File: src/rtl/gpu_pkg.sv
// Shared GPU display constants: 640x480@60 timing defaults,
// RGB444 field positions and the scan-out pipeline bundle.
package gpu_pkg;

  localparam int H_ACTIVE_D = 640;
  localparam int H_FP_D     = 16;
  localparam int H_SYNC_D   = 96;
  localparam int H_BP_D     = 48;
  localparam int V_ACTIVE_D = 480;
  localparam int V_FP_D     = 10;
  localparam int V_SYNC_D   = 2;
  localparam int V_BP_D     = 33;

  localparam int H_TOTAL = H_ACTIVE_D + H_FP_D
                         + H_SYNC_D + H_BP_D;
  localparam int V_TOTAL = V_ACTIVE_D + V_FP_D
                         + V_SYNC_D + V_BP_D;

  localparam int R_MSB = 11;
  localparam int G_MSB = 7;
  localparam int B_MSB = 3;

  localparam int CNT_W = 12;
  typedef logic [CNT_W-1:0] cnt_t;

  typedef struct packed {
    logic act;
    logic hs;
    logic vs;
    logic first;
  } s1_t;

endpackage

File: src/rtl/vga_scanout_if.sv
// Framebuffer RAM read port seen from the scan-out stage.
// The scan-out drives the address; the RAM returns the word.
interface vga_scanout_if #(
  parameter int WORD_LENGTH = 12
);
  logic [29:0]            gpu_address;
  logic [WORD_LENGTH-1:0] gpu_bus;

  modport master (
    output gpu_address,
    input  gpu_bus
  );

  modport slave (
    input  gpu_address,
    output gpu_bus
  );
endinterface

File: src/rtl/vga_timing.sv
// VGA raster counters, active window, raw sync levels and
// the wrap strobes consumed by the row address logic.
module vga_timing
  import gpu_pkg::*;
#(
  parameter int H_ACTIVE = H_ACTIVE_D,
  parameter int H_FP     = H_FP_D,
  parameter int H_SYNC   = H_SYNC_D,
  parameter int H_BP     = H_BP_D,
  parameter int V_ACTIVE = V_ACTIVE_D,
  parameter int V_FP     = V_FP_D,
  parameter int V_SYNC   = V_SYNC_D,
  parameter int V_BP     = V_BP_D
) (
  input  logic clk,
  input  logic rst_n,
  output cnt_t h_cnt_o,
  output cnt_t v_cnt_o,
  output logic active_o,
  output logic hs_raw_o,
  output logic vs_raw_o,
  output logic h_wrap_o,
  output logic v_wrap_o
);

  localparam cnt_t HA  = cnt_t'(H_ACTIVE);
  localparam cnt_t HS0 = cnt_t'(H_ACTIVE + H_FP);
  localparam cnt_t HS1 = cnt_t'(H_ACTIVE + H_FP + H_SYNC);
  localparam cnt_t HT1 = cnt_t'(H_ACTIVE + H_FP
                              + H_SYNC + H_BP - 1);
  localparam cnt_t VA  = cnt_t'(V_ACTIVE);
  localparam cnt_t VS0 = cnt_t'(V_ACTIVE + V_FP);
  localparam cnt_t VS1 = cnt_t'(V_ACTIVE + V_FP + V_SYNC);
  localparam cnt_t VT1 = cnt_t'(V_ACTIVE + V_FP
                              + V_SYNC + V_BP - 1);

  cnt_t h_q, h_d;
  cnt_t v_q, v_d;

  always_comb begin
    h_wrap_o = (h_q == HT1);
    v_wrap_o = h_wrap_o && (v_q == VT1);
    h_d = h_wrap_o ? '0 : h_q + cnt_t'(1);
    v_d = v_q;
    if (h_wrap_o) begin
      v_d = v_wrap_o ? '0 : v_q + cnt_t'(1);
    end
  end

  always_ff @(posedge clk or negedge rst_n) begin
    if (!rst_n) begin
      h_q <= '0;
      v_q <= '0;
    end else begin
      h_q <= h_d;
      v_q <= v_d;
    end
  end

  assign h_cnt_o  = h_q;
  assign v_cnt_o  = v_q;
  assign active_o = (h_q < HA) && (v_q < VA);
  assign hs_raw_o = !((h_q >= HS0) && (h_q < HS1));
  assign vs_raw_o = !((v_q >= VS0) && (v_q < VS1));

endmodule

File: src/rtl/vga_scanout.sv
// Scan-out stage: framebuffer address generation with pixel
// replication, then RAM word to registered RGB444 and syncs.
module vga_scanout
  import gpu_pkg::*;
#(
  parameter int H_ACTIVE    = H_ACTIVE_D,
  parameter int H_FP        = H_FP_D,
  parameter int H_SYNC      = H_SYNC_D,
  parameter int H_BP        = H_BP_D,
  parameter int V_ACTIVE    = V_ACTIVE_D,
  parameter int V_FP        = V_FP_D,
  parameter int V_SYNC      = V_SYNC_D,
  parameter int V_BP        = V_BP_D,
  parameter int SCALE_SHIFT = 2,
  parameter int BASE_WORD   = 0,
  parameter int WORD_LENGTH = 12
) (
  input  logic                gpu_clk,
  input  logic                rst_n,
  input  logic                enable,
  vga_scanout_if.master       bus,
  output logic [3:0]          vga_r,
  output logic [3:0]          vga_g,
  output logic [3:0]          vga_b,
  output logic                vga_hs,
  output logic                vga_vs,
  output logic                frame_start
);

  localparam logic [29:0] BASE = 30'(BASE_WORD);
  localparam logic [29:0] FB_W = 30'(H_ACTIVE >> SCALE_SHIFT);
  localparam cnt_t        VA   = cnt_t'(V_ACTIVE);

  cnt_t h_cnt, v_cnt, v_nxt;
  logic active, hs_raw, vs_raw, h_wrap, v_wrap;

  vga_timing #(
    .H_ACTIVE (H_ACTIVE),
    .H_FP     (H_FP),
    .H_SYNC   (H_SYNC),
    .H_BP     (H_BP),
    .V_ACTIVE (V_ACTIVE),
    .V_FP     (V_FP),
    .V_SYNC   (V_SYNC),
    .V_BP     (V_BP)
  ) u_timing (
    .clk      (gpu_clk),
    .rst_n    (rst_n),
    .h_cnt_o  (h_cnt),
    .v_cnt_o  (v_cnt),
    .active_o (active),
    .hs_raw_o (hs_raw),
    .vs_raw_o (vs_raw),
    .h_wrap_o (h_wrap),
    .v_wrap_o (v_wrap)
  );

  logic [29:0] row_q, row_d;
  logic [29:0] addr_q, addr_d;
  logic        row_step;
  s1_t         s1_q, s1_d;
  logic [3:0]  r_q, g_q, b_q;
  logic        hs_q, vs_q, fs_q;

  logic [WORD_LENGTH-1:0] word;
  logic                   unused_word;
  assign word        = bus.gpu_bus;
  assign unused_word = ^word;

  // A new framebuffer row begins every 2^SCALE_SHIFT lines.
  always_comb begin
    v_nxt    = v_cnt + cnt_t'(1);
    row_step = h_wrap && !v_wrap && (v_nxt < VA)
            && (((v_nxt >> SCALE_SHIFT) << SCALE_SHIFT) == v_nxt);
    row_d    = row_q;
    if (v_wrap) begin
      row_d = '0;
    end else if (row_step) begin
      row_d = row_q + FB_W;
    end
    addr_d = active
           ? BASE + row_q + 30'(h_cnt >> SCALE_SHIFT)
           : BASE;
    s1_d.act   = active;
    s1_d.hs    = hs_raw;
    s1_d.vs    = vs_raw;
    s1_d.first = (h_cnt == '0) && (v_cnt == '0);
  end

  always_ff @(posedge gpu_clk or negedge rst_n) begin
    if (!rst_n) begin
      row_q  <= '0;
      addr_q <= BASE;
      s1_q   <= '{act: 1'b0, hs: 1'b1, vs: 1'b1, first: 1'b0};
      r_q    <= '0;
      g_q    <= '0;
      b_q    <= '0;
      hs_q   <= 1'b1;
      vs_q   <= 1'b1;
      fs_q   <= 1'b0;
    end else begin
      row_q  <= row_d;
      addr_q <= addr_d;
      s1_q   <= s1_d;
      if (s1_q.act && enable) begin
        r_q <= word[R_MSB -: 4];
        g_q <= word[G_MSB -: 4];
        b_q <= word[B_MSB -: 4];
      end else begin
        r_q <= '0;
        g_q <= '0;
        b_q <= '0;
      end
      hs_q <= s1_q.hs;
      vs_q <= s1_q.vs;
      fs_q <= s1_q.first;
    end
  end

  assign bus.gpu_address = addr_q;
  assign vga_r           = r_q;
  assign vga_g           = g_q;
  assign vga_b           = b_q;
  assign vga_hs          = hs_q;
  assign vga_vs          = vs_q;
  assign frame_start     = fs_q;

endmodule
File: src/flat_wrapper.sv
// flat-port wrapper written by rule: the top's interface ports become plain ports
module vga_scanout_flat import gpu_pkg::*;
#(
  parameter int H_ACTIVE    = H_ACTIVE_D,
  parameter int H_FP        = H_FP_D,
  parameter int H_SYNC      = H_SYNC_D,
  parameter int H_BP        = H_BP_D,
  parameter int V_ACTIVE    = V_ACTIVE_D,
  parameter int V_FP        = V_FP_D,
  parameter int V_SYNC      = V_SYNC_D,
  parameter int V_BP        = V_BP_D,
  parameter int SCALE_SHIFT = 2,
  parameter int BASE_WORD   = 0,
  parameter int WORD_LENGTH = 12
)
  (gpu_clk, rst_n, enable, vga_r, vga_g, vga_b, vga_hs, vga_vs, frame_start, bus_gpu_address, bus_gpu_bus);
  vga_scanout_if #(.WORD_LENGTH(WORD_LENGTH)) bus_i ();
  input  logic gpu_clk;
  input  logic rst_n;
  input  logic enable;
  output logic [3:0] vga_r;
  output logic [3:0] vga_g;
  output logic [3:0] vga_b;
  output logic vga_hs;
  output logic vga_vs;
  output logic frame_start;
  output wire logic [$bits(bus_i.gpu_address)-1:0] bus_gpu_address;
  input wire logic [$bits(bus_i.gpu_bus)-1:0] bus_gpu_bus;
  assign bus_gpu_address = bus_i.gpu_address;
  assign bus_i.gpu_bus = bus_gpu_bus;
  vga_scanout #(.H_ACTIVE(H_ACTIVE), .H_FP(H_FP), .H_SYNC(H_SYNC), .H_BP(H_BP), .V_ACTIVE(V_ACTIVE), .V_FP(V_FP), .V_SYNC(V_SYNC), .V_BP(V_BP), .SCALE_SHIFT(SCALE_SHIFT), .BASE_WORD(BASE_WORD), .WORD_LENGTH(WORD_LENGTH)) u_core (.gpu_clk(gpu_clk), .rst_n(rst_n), .enable(enable), .bus(bus_i), .vga_r(vga_r), .vga_g(vga_g), .vga_b(vga_b), .vga_hs(vga_hs), .vga_vs(vga_vs), .frame_start(frame_start));
endmodule
File: config.mk
export PLATFORM = sky130hd
export DESIGN_NAME = vga_scanout_flat
export DESIGN_NICKNAME = d
export VERILOG_FILES = /design/src/rtl/gpu_pkg.sv /design/src/rtl/vga_scanout_if.sv /design/src/rtl/vga_timing.sv /design/src/rtl/vga_scanout.sv /design/src/flat_wrapper.sv
export SDC_FILE = /design/constraint.sdc
export NUM_CORES = 1
export LEC_CHECK = 0
export BUFFER_PORTS_ARGS = -buffer_cell sky130_fd_sc_hd__buf_2
export CORE_UTILIZATION = 40
export DETAILED_ROUTE_END_ITERATION = 8
export SYNTH_ARGS = -nofsm -noshare
export SYNTH_HDL_FRONTEND = slang
export SYNTH_SLANG_ARGS = --single-unit
File: constraint.sdc
create_clock -name gpu_clk -period 2.85 [get_ports gpu_clk]
set_input_delay 0.57 -clock gpu_clk [delete_from_list [all_inputs] [get_ports gpu_clk]]
set_output_delay 0.57 -clock gpu_clk [all_outputs]
set_load 0.02 [all_outputs]
# Word level (Yosys, flattened, before mapping)
# Index checks and enable logic that the tools add are counted.
# W data, S select, Z words.
[totals]
output_inout_bits = 45
regBits = 103
elab_cells = 51
[classes]
n_eq_ne = 2
mux = 8
n_reduce_logical = 16
n_addsub = 4
n_lt_le_gt_ge = 7
[ops]
columns = ["cell", "n"]
rows = [
  ["$mux W30", 3],
  ["$lt A12 B9 Y1 const B", 3],
  ["$add A30 B10 Y30", 1],
  ["$add A30 B8 Y30 const B", 1],
  ["$add A12 B1 Y12 const B", 2],
  ["$eq A12 B10 Y1 const B", 2],
  ["$logic_not A12 Y1", 2],
  ["$lt A12 B10 Y1 const B", 2],
  ["$mux W12", 2],
  ["$ge A12 B10 Y1 const B", 1],
  ["$ge A12 B9 Y1 const B", 1],
  ["$mux W4", 3],
  ["$logic_and A1 B1 Y1", 9],
  ["$logic_not A1 Y1", 3],
  ["$logic_not A2 Y1", 1],
  ["$reduce_bool A2 Y1", 1],
]

# Longest topological paths before layout
# Gate-level depths: netlist (run 1).
[logic_depth]
word_depth = 8
mapped_depth = 10

# Modules after synthesis
# From an unflattened synthesis (run 1), not the netlist that was laid out.
[hier_totals]
hier_cells = 455
hier_area_um2 = 4813.4
[modules_own_cells]
columns = ["module", "cells_each", "seq_area_each_um2", "area_per_inst_um2", "n_inst"]
rows = [
  ["vga_scanout", 326, 1856.8, 3517.1, 1],
  ["vga_timing", 129, 600.6, 1296.2, 1],
]

# Worst setup path before layout (run 1)
# OpenSTA, ideal clock, no wires.
[synth_timing]
path_type = "register to register"
startpoint = "register u_core.u_timing.h_q[8] (netlist: u_core.u_timing.h_cnt_o[8])"
endpoint = "register u_core.addr_q[17] (netlist: u_core.bus.gpu_address[17])"
path_slack_ns = 0.610
path_buffers = 1
path_stages_with_launch = 9
arrival_ns = 2.111
setup_ns = 0.129
required_time_ns = 2.721
path_cell_list = "dfrtp_1 -> ha_1 -> a21o_1 -> a21o_1 -> a211oi_1 -> clkbuf_1 -> nor2_1 -> a21oi_1 -> nor3b_1"
[synth_between]
elab_chain_len = 3
word_cells_on_any_way = 4
[synth_lines]
columns = ["element", "line", "text"]
rows = [
  ["from (decl)", "vga_timing.sv:37", "cnt_t h_q, h_d;"],
  ["from (signal assigned)", "vga_timing.sv:52", "h_q <= '0;"],
  ["from (signal assigned)", "vga_timing.sv:55", "h_q <= h_d;"],
  ["parallel branches: the longest is 2 deep, another holds $add A30 B10 Y30", "--", ""],
  ["$mux W30 *", "vga_scanout.sv:82", "? BASE + row_q + 30'(h_cnt >> SCALE_SHIFT)"],
  ["via u_core.addr_d[17]", "vga_scanout.sv:59", "logic [29:0] addr_q, addr_d;"],
  ["to (signal assigned)", "vga_scanout.sv:103", "addr_q <= addr_d;"],
  ["to (decl)", "vga_scanout.sv:59", ""],
]
# Mark *: on every way through the listed nets, which the timed path passes.
# A chain may end at the register's enable or synchronous reset.

# Final worst setup path (run 1)
[layout_timing]
startpoint = "register u_core.u_timing.v_q[0] (netlist: u_core.u_timing.v_cnt_o[0])"
endpoint = "register u_core.row_q[28]"
[layout_between]
elab_chain_len = 7
word_cells_on_any_way = 11
[layout_lines]
columns = ["element", "line", "text"]
rows = [
  ["from (decl)", "vga_timing.sv:38", "cnt_t v_q, v_d;"],
  ["from (signal assigned)", "vga_timing.sv:56", "v_q <= v_d;"],
  ["parallel branches: the longest is 7 deep, another holds $add A12 B1 Y12", "--", ""],
  ["to (signal assigned)", "vga_scanout.sv:102", "row_q <= row_d;"],
  ["to (decl)", "vga_scanout.sv:58", "logic [29:0] row_q, row_d;"],
]
# Several ways; the timed one is not identified.

==> results of run 1 <==
==> registers in the layout, summed over array words and instances, names as in the netlist <==
register,flops
u_core.u_timing.v_cnt_o,12
u_core.vga_vs,1
u_core.row_q,25
u_core.s1_q,4
u_core.u_timing.h_cnt_o,12
u_core.vga_b,4
u_core.vga_r,4
u_core.vga_hs,1
u_core.frame_start,1
u_core.vga_g,4
u_core.bus.gpu_address,30
==> stage by stage <==
stage / utilization, % / setup WS, ns / instance area [um^2] / std cells
finish: 47.9 / 0.279 / 5470 / 666
global route: 47.9 / 0.122 / 5470 / 666
CTS: 47.9 / 0.281 / 5470 / 666
detailed placement: 44.8 / 0.316 / 5120 / 650
global placement: 44.8 / 0.400 / 5120 / 650
floorplan: - / 0.610 / 4670 / 461
==> final cells by class <==
cell class / instances / area, um^2
clock buffer: 12 / 256
sequential: 98 / 2460
timing repair buffer: 67 / 370
fill: 1073 / 5940
clock inverter: 4 / 97.6
tap: 143 / 179
inverter: 8 / 30.0
multi-input combinational: 334 / 2080
==> metal layers <==
| layer | wire, um | GRT usage (%) | part of all wire (%) |
|---|---|---|---|
| met4 | 202 | 8.00 | 2.1 |
| met5 | 0 | 0 | 0 |
| met1 | 4710 | 23.8 | 48 |
| met2 | 4370 | 26.7 | 44 |
| met3 | 547 | 2.59 | 5.6 |
==> worst max-delay path: cells and delay by family, from the launching register on <==
kind / cells / cell delay (ns)
AOI/OAI and AO/OA: 4 / 0.93
and+or+nand+nor: 2 / 0.81
DFF: 1 / 0.45
adders and majority gates: 1 / 0.29
==> cell families (layout without fill, tap and decap cells) <==
logic type | Yosys count | in the layout | synth area share (%)
compound gates | 90 | 90 | 12.2
fa+ha+maj | 11 | 11 | 2.95
buf+inv | 29 | 91 | 2.79
mux | 1 | 1 | 0.214
flops | 98 | 98 | 52.6
simple gates | 197 | 197 | 22.7
xor+xnor | 35 | 35 | 6.56
==> final timing paths <==
kind	startpoint	end	slack (ns)
max	u_core.u_timing.v_cnt_o[0]	u_core.row_q[28]	0.28
min	rst_n	u_core.bus.gpu_address[19]	0.14
max reg2reg	u_core.u_timing.v_cnt_o[0]	u_core.row_q[28]	0.28
min reg2reg	u_core.s1_q[0]	u_core.frame_start	0.36
max in group asynchronous	rst_n	u_core.s1_q[2]	1.99
min in group gpu_clk	u_core.s1_q[0]	u_core.frame_start	0.36
==> layout by cell type (no fill, tap or decap), types with 2 or more instances in the layout <==
cell type   n
a21o_1      4
dfrtp_1    94
o21ai_0    31
and3_1     14
nor2_1     43
nand4_1    13
nor3_1     16
o31ai_1     9
inv_1       8
or3_1      22
buf_4       8
and2_1      8
nand2b_1    2
and4_1      2
a211oi_1    2
bufinv_16   3
clkbuf_8    2
buf_2      58
nand2_1    26
or4_1       6
nor2b_1     3
nor3b_1     3
clkbuf_16   9
nand3b_1    2
xor2_1     13
nor4_1      4
ha_1       11
dfstp_2     4
nand4b_1    2
nand3_1    23
o21a_1      2
xnor2_1    22
a21oi_1    31
or2_2       3
==> report_power, final <==
part           switching [mW]  leakage, nW  internal [mW]
registers             0.00162         1.31           1.40
logic                  0.0462         1.05         0.0200
clock network           0.507        0.169          0.906
total                   0.555         2.53           2.33
==> results_tabular.tex, run 1 <==
\begin{tabular}{lr}
\hline
Metric & Value \\
\hline
\multicolumn{2}{l}{\textbf{Status}} \\
Result of the run & complete, no violations \\
\multicolumn{2}{l}{\textbf{Placement}} \\
DPL Wire Length & 6710 um \\
Count of input and output buffers & 59 \\
Final weighted congestion in routability-driven placement & 0.847 \\
\multicolumn{2}{l}{\textbf{Clock tree}} \\
Clock tree from TritonCTS & built \\
CTS H-Tree Depth & 3 \\
Clock slew seen by the registers of the worst setup and hold paths & 0.07 ns \\
Buffer cell driving the clock tree root & clkbuf\_16 \\
Number of buffers inserted by hold repair at cts & 0 \\
Post CTS Setup Buffer Count & 0 \\
Max clock buf depth & 2 \\
Number of buffers created by CTS & 9 \\
Clk\_lat worst skew & 0.34 ns \\
Number of gates resized after CTS & 0 \\
Number of sinks driven by the clock tree & 98 \\
\multicolumn{2}{l}{\textbf{Hold path}} \\
Worst min-delay path category & in -> async \\
\multicolumn{2}{l}{\textbf{Critical path}} \\
Crit Path Class & reg -> reg \\
Highest fanout seen on the critical path & 25 \\
Critical Path Max Stage Delay & 0.53 ns \\
Worst endpoint data arrival time & 2.83 ns \\
Cell with the largest stage delay on the worst path & or4\_1 \\
CP startpoint kind & flop \\
Critical path endpoint category & flop \\
Crit-path cells & ha\_1 > and4\_1 > a21o\_1 > a41oi\_2 > o211ai\_4 > or4\_1 > a21oi\_1 \\
CP required & 3.11 ns \\
Register-to-Register Path Depth & 7 \\
\multicolumn{2}{l}{\textbf{Die}} \\
Die ar. & 12100 um\^{}2 \\
Chip width & 110 um \\
Placeable core region & 11400 um\^{}2 \\
Boundary Pins & 60 \\
Number of cell rows & 39 \\
Vertical die dimension & 110 um \\
Starting utilization of the core area & 40.9\% \\
\multicolumn{2}{l}{\textbf{Yosys}} \\
Most repeated cell in the gate-level netlist after synthesis & dfrtp\_1 \\
Average footprint of a synthesized cell & 10.1 um\^{}2 \\
Number of enable flip-flop cells after synthesis & 0 \\
Sequential fraction of the synthesis area & 52.6\% \\
Cell accounting for the most synthesized area & dfrtp\_1 \\
Synthesized flop and latch total & 98 \\
FFs w/ async S/R, synth & 100\% \\
Synthesized area & 4670 um\^{}2 \\
Post-synth net total & 487 \\
Synth area leaders & dfrtp\_1, xnor2\_1, nor2\_1 \\
Top post-synthesis cells by count & dfrtp\_1, nor2\_1, a21oi\_1, o21ai\_0, nand2\_1 \\
Post-synth top area share & 50.4\% \\
Number of instances in the synthesized netlist & 461 \\
Number of distinct library cells after synthesis & 50 \\
Top flip-flop cell by instance count after synthesis & dfrtp\_1 \\
Count of synthesis-stage warnings from yosys & 0 \\
\multicolumn{2}{l}{\textbf{STA}} \\
Fin Setup TNS & 0 ns \\
Clock Skew & 0.00772 ns \\
Final setup violating endpoints & 0 \\
Slew @ Worst Pin & 0.744 ns \\
Maximum clock frequency & 0.389 GHz \\
Max\_slew headroom & 50.1\% \\
Unrepaired setup endpoints after global routing & false \\
Count of pins over their slew limit & 0 \\
Hold violation count in the final report & 0 \\
Final critical-path share of the clock period & 90.2\% \\
Fin crit period & 2.57 ns \\
Worst hold slack across all endpoints & 0.137 ns \\
\multicolumn{2}{l}{\textbf{Pwr}} \\
Power Total & 2.88 mW \\
Static Leakage & 2.53 nW \\
Areal power density over the cells & 526 nW/um\^{}2 \\
Worst-case vdd ir drop & 0.348 mV \\
\multicolumn{2}{l}{\textbf{Drt}} \\
Vias per inst & 5.46 \\
Avg WL per Cell & 14.8 um \\
Detailed Route WL & 9830 um \\
Drt initial violations & 243 \\
Via Count & 3635 \\
Residual antenna-violating net count after detailed routing & 0 \\
DRC Markers & 0 \\
DRT Pass-1 Iters & 5 \\
\multicolumn{2}{l}{\textbf{Cells and area}} \\
Layout cells sized above 1 & 18.4\% \\
Diode count & 0 \\
Area Overhead vs Synth & 17.2\% \\
Post-layout net count & 544 \\
\multicolumn{2}{l}{\textbf{Global routing}} \\
GR Util All Layers & 17.2\% \\
Wire length of the first global-routing pass & 16100 um \\
Antenna violations before repair & 0 \\
Via count of the first global-routing pass & 3252 \\
Maximum number of pins on one net before global-route repair & 74 \\
Global route total overflow & 0 \\
\multicolumn{2}{l}{\textbf{Run}} \\
Count of max-cap constraint violations & 0 \\
\hline
\end{tabular}
Power figures use the tool's default switching activity.
==> run 2: changes to the inputs <==
--- a/config.mk
+++ b/config.mk
@@ -6,7 +6,9 @@
 export NUM_CORES = 1
 export LEC_CHECK = 0
 export BUFFER_PORTS_ARGS = -buffer_cell sky130_fd_sc_hd__buf_2
+export CORE_ASPECT_RATIO = 1.1
 export CORE_UTILIZATION = 40
+export CTS_CLUSTER_DIAMETER = 40
 export DETAILED_ROUTE_END_ITERATION = 8
 export SYNTH_ARGS = -nofsm -noshare
 export SYNTH_HDL_FRONTEND = slang
==> results_tabular.tex, run 2 (synthesis gave the netlist of run 1 again) <==
\begin{tabular}{lr}
\hline
Metric & Value \\
\hline
\multicolumn{2}{l}{\textbf{Status}} \\
Result of the run & complete, no violations (unchanged) \\
\multicolumn{2}{l}{\textbf{Drt}} \\
Via Count & 3527 (was 3635) \\
DRT Pass-1 Iters & 5 (unchanged) \\
Detailed Route WL & 9470 um (was 9830 um) \\
Vias per inst & 5.24 (was 5.46) \\
DRC Markers & 0 (unchanged) \\
Drt initial violations & 186 (was 243) \\
Avg WL per Cell & 14.1 um (was 14.8 um) \\
Residual antenna-violating net count after detailed routing & 0 (unchanged) \\
\multicolumn{2}{l}{\textbf{Critical path}} \\
Register-to-Register Path Depth & 7 (unchanged) \\
Internal reg-to-reg setup slack & 0.28 ns (about the same) \\
Crit Path Class & reg -> reg (unchanged) \\
CP startpoint kind & flop (unchanged) \\
Endpoint of the worst-slack reg-to-reg timing path & u\_core.row\_q[18] (was u\_core.row\_q[28]) \\
Crit-path cells & ha\_1 > and4\_1 > a21o\_1 > a41oi\_2 > o211ai\_4 > or4\_1 > a21oi\_1 (unchanged) \\
Highest fanout seen on the critical path & 25 (unchanged) \\
CP required & 3.11 ns (about the same) \\
Worst endpoint data arrival time & 2.84 ns (was 2.83 ns) \\
Origin of the critical flop-to-flop path & u\_core.u\_timing.v\_cnt\_o[0] (unchanged) \\
Cell with the largest stage delay on the worst path & or4\_1 (unchanged) \\
Critical path endpoint category & flop (unchanged) \\
Critical Path Max Stage Delay & 0.53 ns (about the same) \\
CP Capture Point & u\_core.row\_q[18] (was u\_core.row\_q[28]) \\
Startpoint of the worst setup timing path & u\_core.u\_timing.v\_cnt\_o[0] (unchanged) \\
\multicolumn{2}{l}{\textbf{Die}} \\
Placeable core region & 11400 um\^{}2 (about the same) \\
Vertical die dimension & 115 um (was 110 um) \\
Starting utilization of the core area & 40.8\% (was 40.9\%) \\
Boundary Pins & 60 (unchanged) \\
Number of cell rows & 41 (was 39) \\
Chip width & 105 um (was 110 um) \\
Die ar. & 12100 um\^{}2 (about the same) \\
\multicolumn{2}{l}{\textbf{Cells and area}} \\
Post-layout net count & 544 (unchanged) \\
Leading cell type in the layout, fill and taps excluded & dfrtp\_1 (unchanged) \\
Max reg flops & 30 (unchanged) \\
Layout cells sized above 1 & 18.5\% (was 18.4\%) \\
Most used cells in the layout excluding fill and tap cells & dfrtp\_1, buf\_2, nor2\_1 (unchanged) \\
Diode count & 0 (unchanged) \\
Area Overhead vs Synth & 15.9\% (was 17.2\%) \\
Final design instance area without fill & 5420 um\^{}2 (was 5470 um\^{}2) \\
\multicolumn{2}{l}{\textbf{Placement}} \\
Count of input and output buffers & 59 (unchanged) \\
Final weighted congestion in routability-driven placement & 0.840 (was 0.847) \\
DPL Wire Length & 6610 um (was 6710 um) \\
Placed Area & 5130 um\^{}2 (was 5120 um\^{}2) \\
\multicolumn{2}{l}{\textbf{Global routing}} \\
Via count of the first global-routing pass & 3210 (was 3252) \\
Global route total overflow & 0 (unchanged) \\
Wire length of the first global-routing pass & 15700 um (was 16100 um) \\
Antenna violations before repair & 0 (unchanged) \\
Maximum number of pins on one net before global-route repair & 52 (was 74) \\
GR Util All Layers & 16.2\% (was 17.2\%) \\
\multicolumn{2}{l}{\textbf{Clock tree}} \\
Post CTS Setup Buffer Count & 0 (unchanged) \\
Number of buffers inserted by hold repair at cts & 0 (unchanged) \\
Buffer cell driving the clock tree root & clkbuf\_16 (unchanged) \\
Clk\_lat worst skew & 0.34 ns (about the same) \\
CTS H-Tree Depth & 3 (unchanged) \\
Number of buffers created by CTS & 9 (unchanged) \\
Clock tree from TritonCTS & built (unchanged) \\
Number of sinks driven by the clock tree & 98 (unchanged) \\
Max clock buf depth & 2 (unchanged) \\
Clock slew seen by the registers of the worst setup and hold paths & 0.07 ns (about the same) \\
Number of gates resized after CTS & 0 (unchanged) \\
\multicolumn{2}{l}{\textbf{STA}} \\
Clock Skew & 0.00715 ns (was 0.00772 ns) \\
Max\_slew headroom & 50.8\% (was 50.1\%) \\
Hold violation count in the final report & 0 (unchanged) \\
Final critical-path share of the clock period & 90.3\% (was 90.2\%) \\
Count of pins over their slew limit & 0 (unchanged) \\
Final setup violating endpoints & 0 (unchanged) \\
Fin Setup TNS & 0 ns (unchanged) \\
Fin crit period & 2.57 ns (about the same) \\
Slew @ Worst Pin & 0.733 ns (was 0.744 ns) \\
Maximum clock frequency & 0.389 GHz (about the same) \\
Unrepaired setup endpoints after global routing & false (unchanged) \\
\multicolumn{2}{l}{\textbf{Pwr}} \\
Internal power component & 2.05 mW (was 2.33 mW) \\
Clock network power share & 44.2\% (was 49.1\%) \\
Static Leakage & 2.50 nW (was 2.53 nW) \\
Switching power summed over all nets & 583 uW (was 555 uW) \\
Worst-case vdd ir drop & 0.246 mV (was 0.348 mV) \\
Switching part of the total power & 22.2\% (was 19.3\%) \\
Areal power density over the cells & 485 nW/um\^{}2 (was 526 nW/um\^{}2) \\
Combinational group share of total power & 2.5\% (was 2.3\%) \\
Sequential cell fraction of total power & 53.3\% (was 48.6\%) \\
\multicolumn{2}{l}{\textbf{Hold path}} \\
Worst min-delay path category & in -> async (unchanged) \\
\multicolumn{2}{l}{\textbf{Run}} \\
Count of max-cap constraint violations & 0 (unchanged) \\
\hline
\end{tabular}
==> run 2: cell type report <==
type | instances | area [um^2]
Clock inverter | 6 | 47.5
Clock buffer | 10 | 239
Fill cell | 1088 | 6020
Multi-Input combinational cell | 334 | 2080
Inverter | 8 | 30.0
Tap cell | 150 | 188
Sequential cell | 98 | 2460
Timing Repair Buffer | 67 | 370
==> run 2: critical path: cells and delay by family, from the launching register on <==
family / cells / cell delay (ns)
DFF: 1 / 0.45
AOI/OAI and AO/OA: 4 / 0.94
adders and majority gates: 1 / 0.30
and+or+nand+nor: 2 / 0.80
==> run 2: worst min path at each step <==
stage	from	end
floorplan	rst_n	u_core.bus.gpu_address[0]
global placement	u_core.s1_q[0]	u_core.frame_start
detailed placement	u_core.s1_q[0]	u_core.frame_start
CTS	rst_n	u_core.vga_b[0]
global route	rst_n	u_core.vga_r[2]
finish	rst_n	u_core.vga_b[0]
==> run 2: stage by stage <==
step	power (mW)	setup slack [ns]	util [%]	cells	hold WS, ns
floorplan	1.45	0.610	-	461	0.274
global placement	1.49	0.395	44.8	657	0.339
detailed placement	1.50	0.308	44.8	657	0.336
CTS	2.66	0.281	47.3	673	0.260
global route	2.71	0.102	47.3	673	0.292
finish	2.63	0.277	47.3	673	0.237
==> run 2: power by group through the flow <==
stage / combinational (mW) / sequential (mW) / clock (mW)
after CTS: 0.0684 / 1.40 / 1.20
after global placement: 0.0673 / 1.43 / 0
after floorplan: 0.00674 / 1.44 / 0
after detailed placement: 0.0684 / 1.43 / 0
after global routing: 0.0747 / 1.40 / 1.24
final: 0.0654 / 1.40 / 1.16
==> run 2: layer usage <==
metal  share of wire (%)  track usage, %  vias to the layer above  wire [um]
met1                  47            21.7                     1714       4480
met4                 1.2            5.92                        0        117
met3                 2.7            2.72                        7        253
met2                  49            26.7                       46       4620
li1                    -               -                     1760          -
met5                   0               0                        -          0
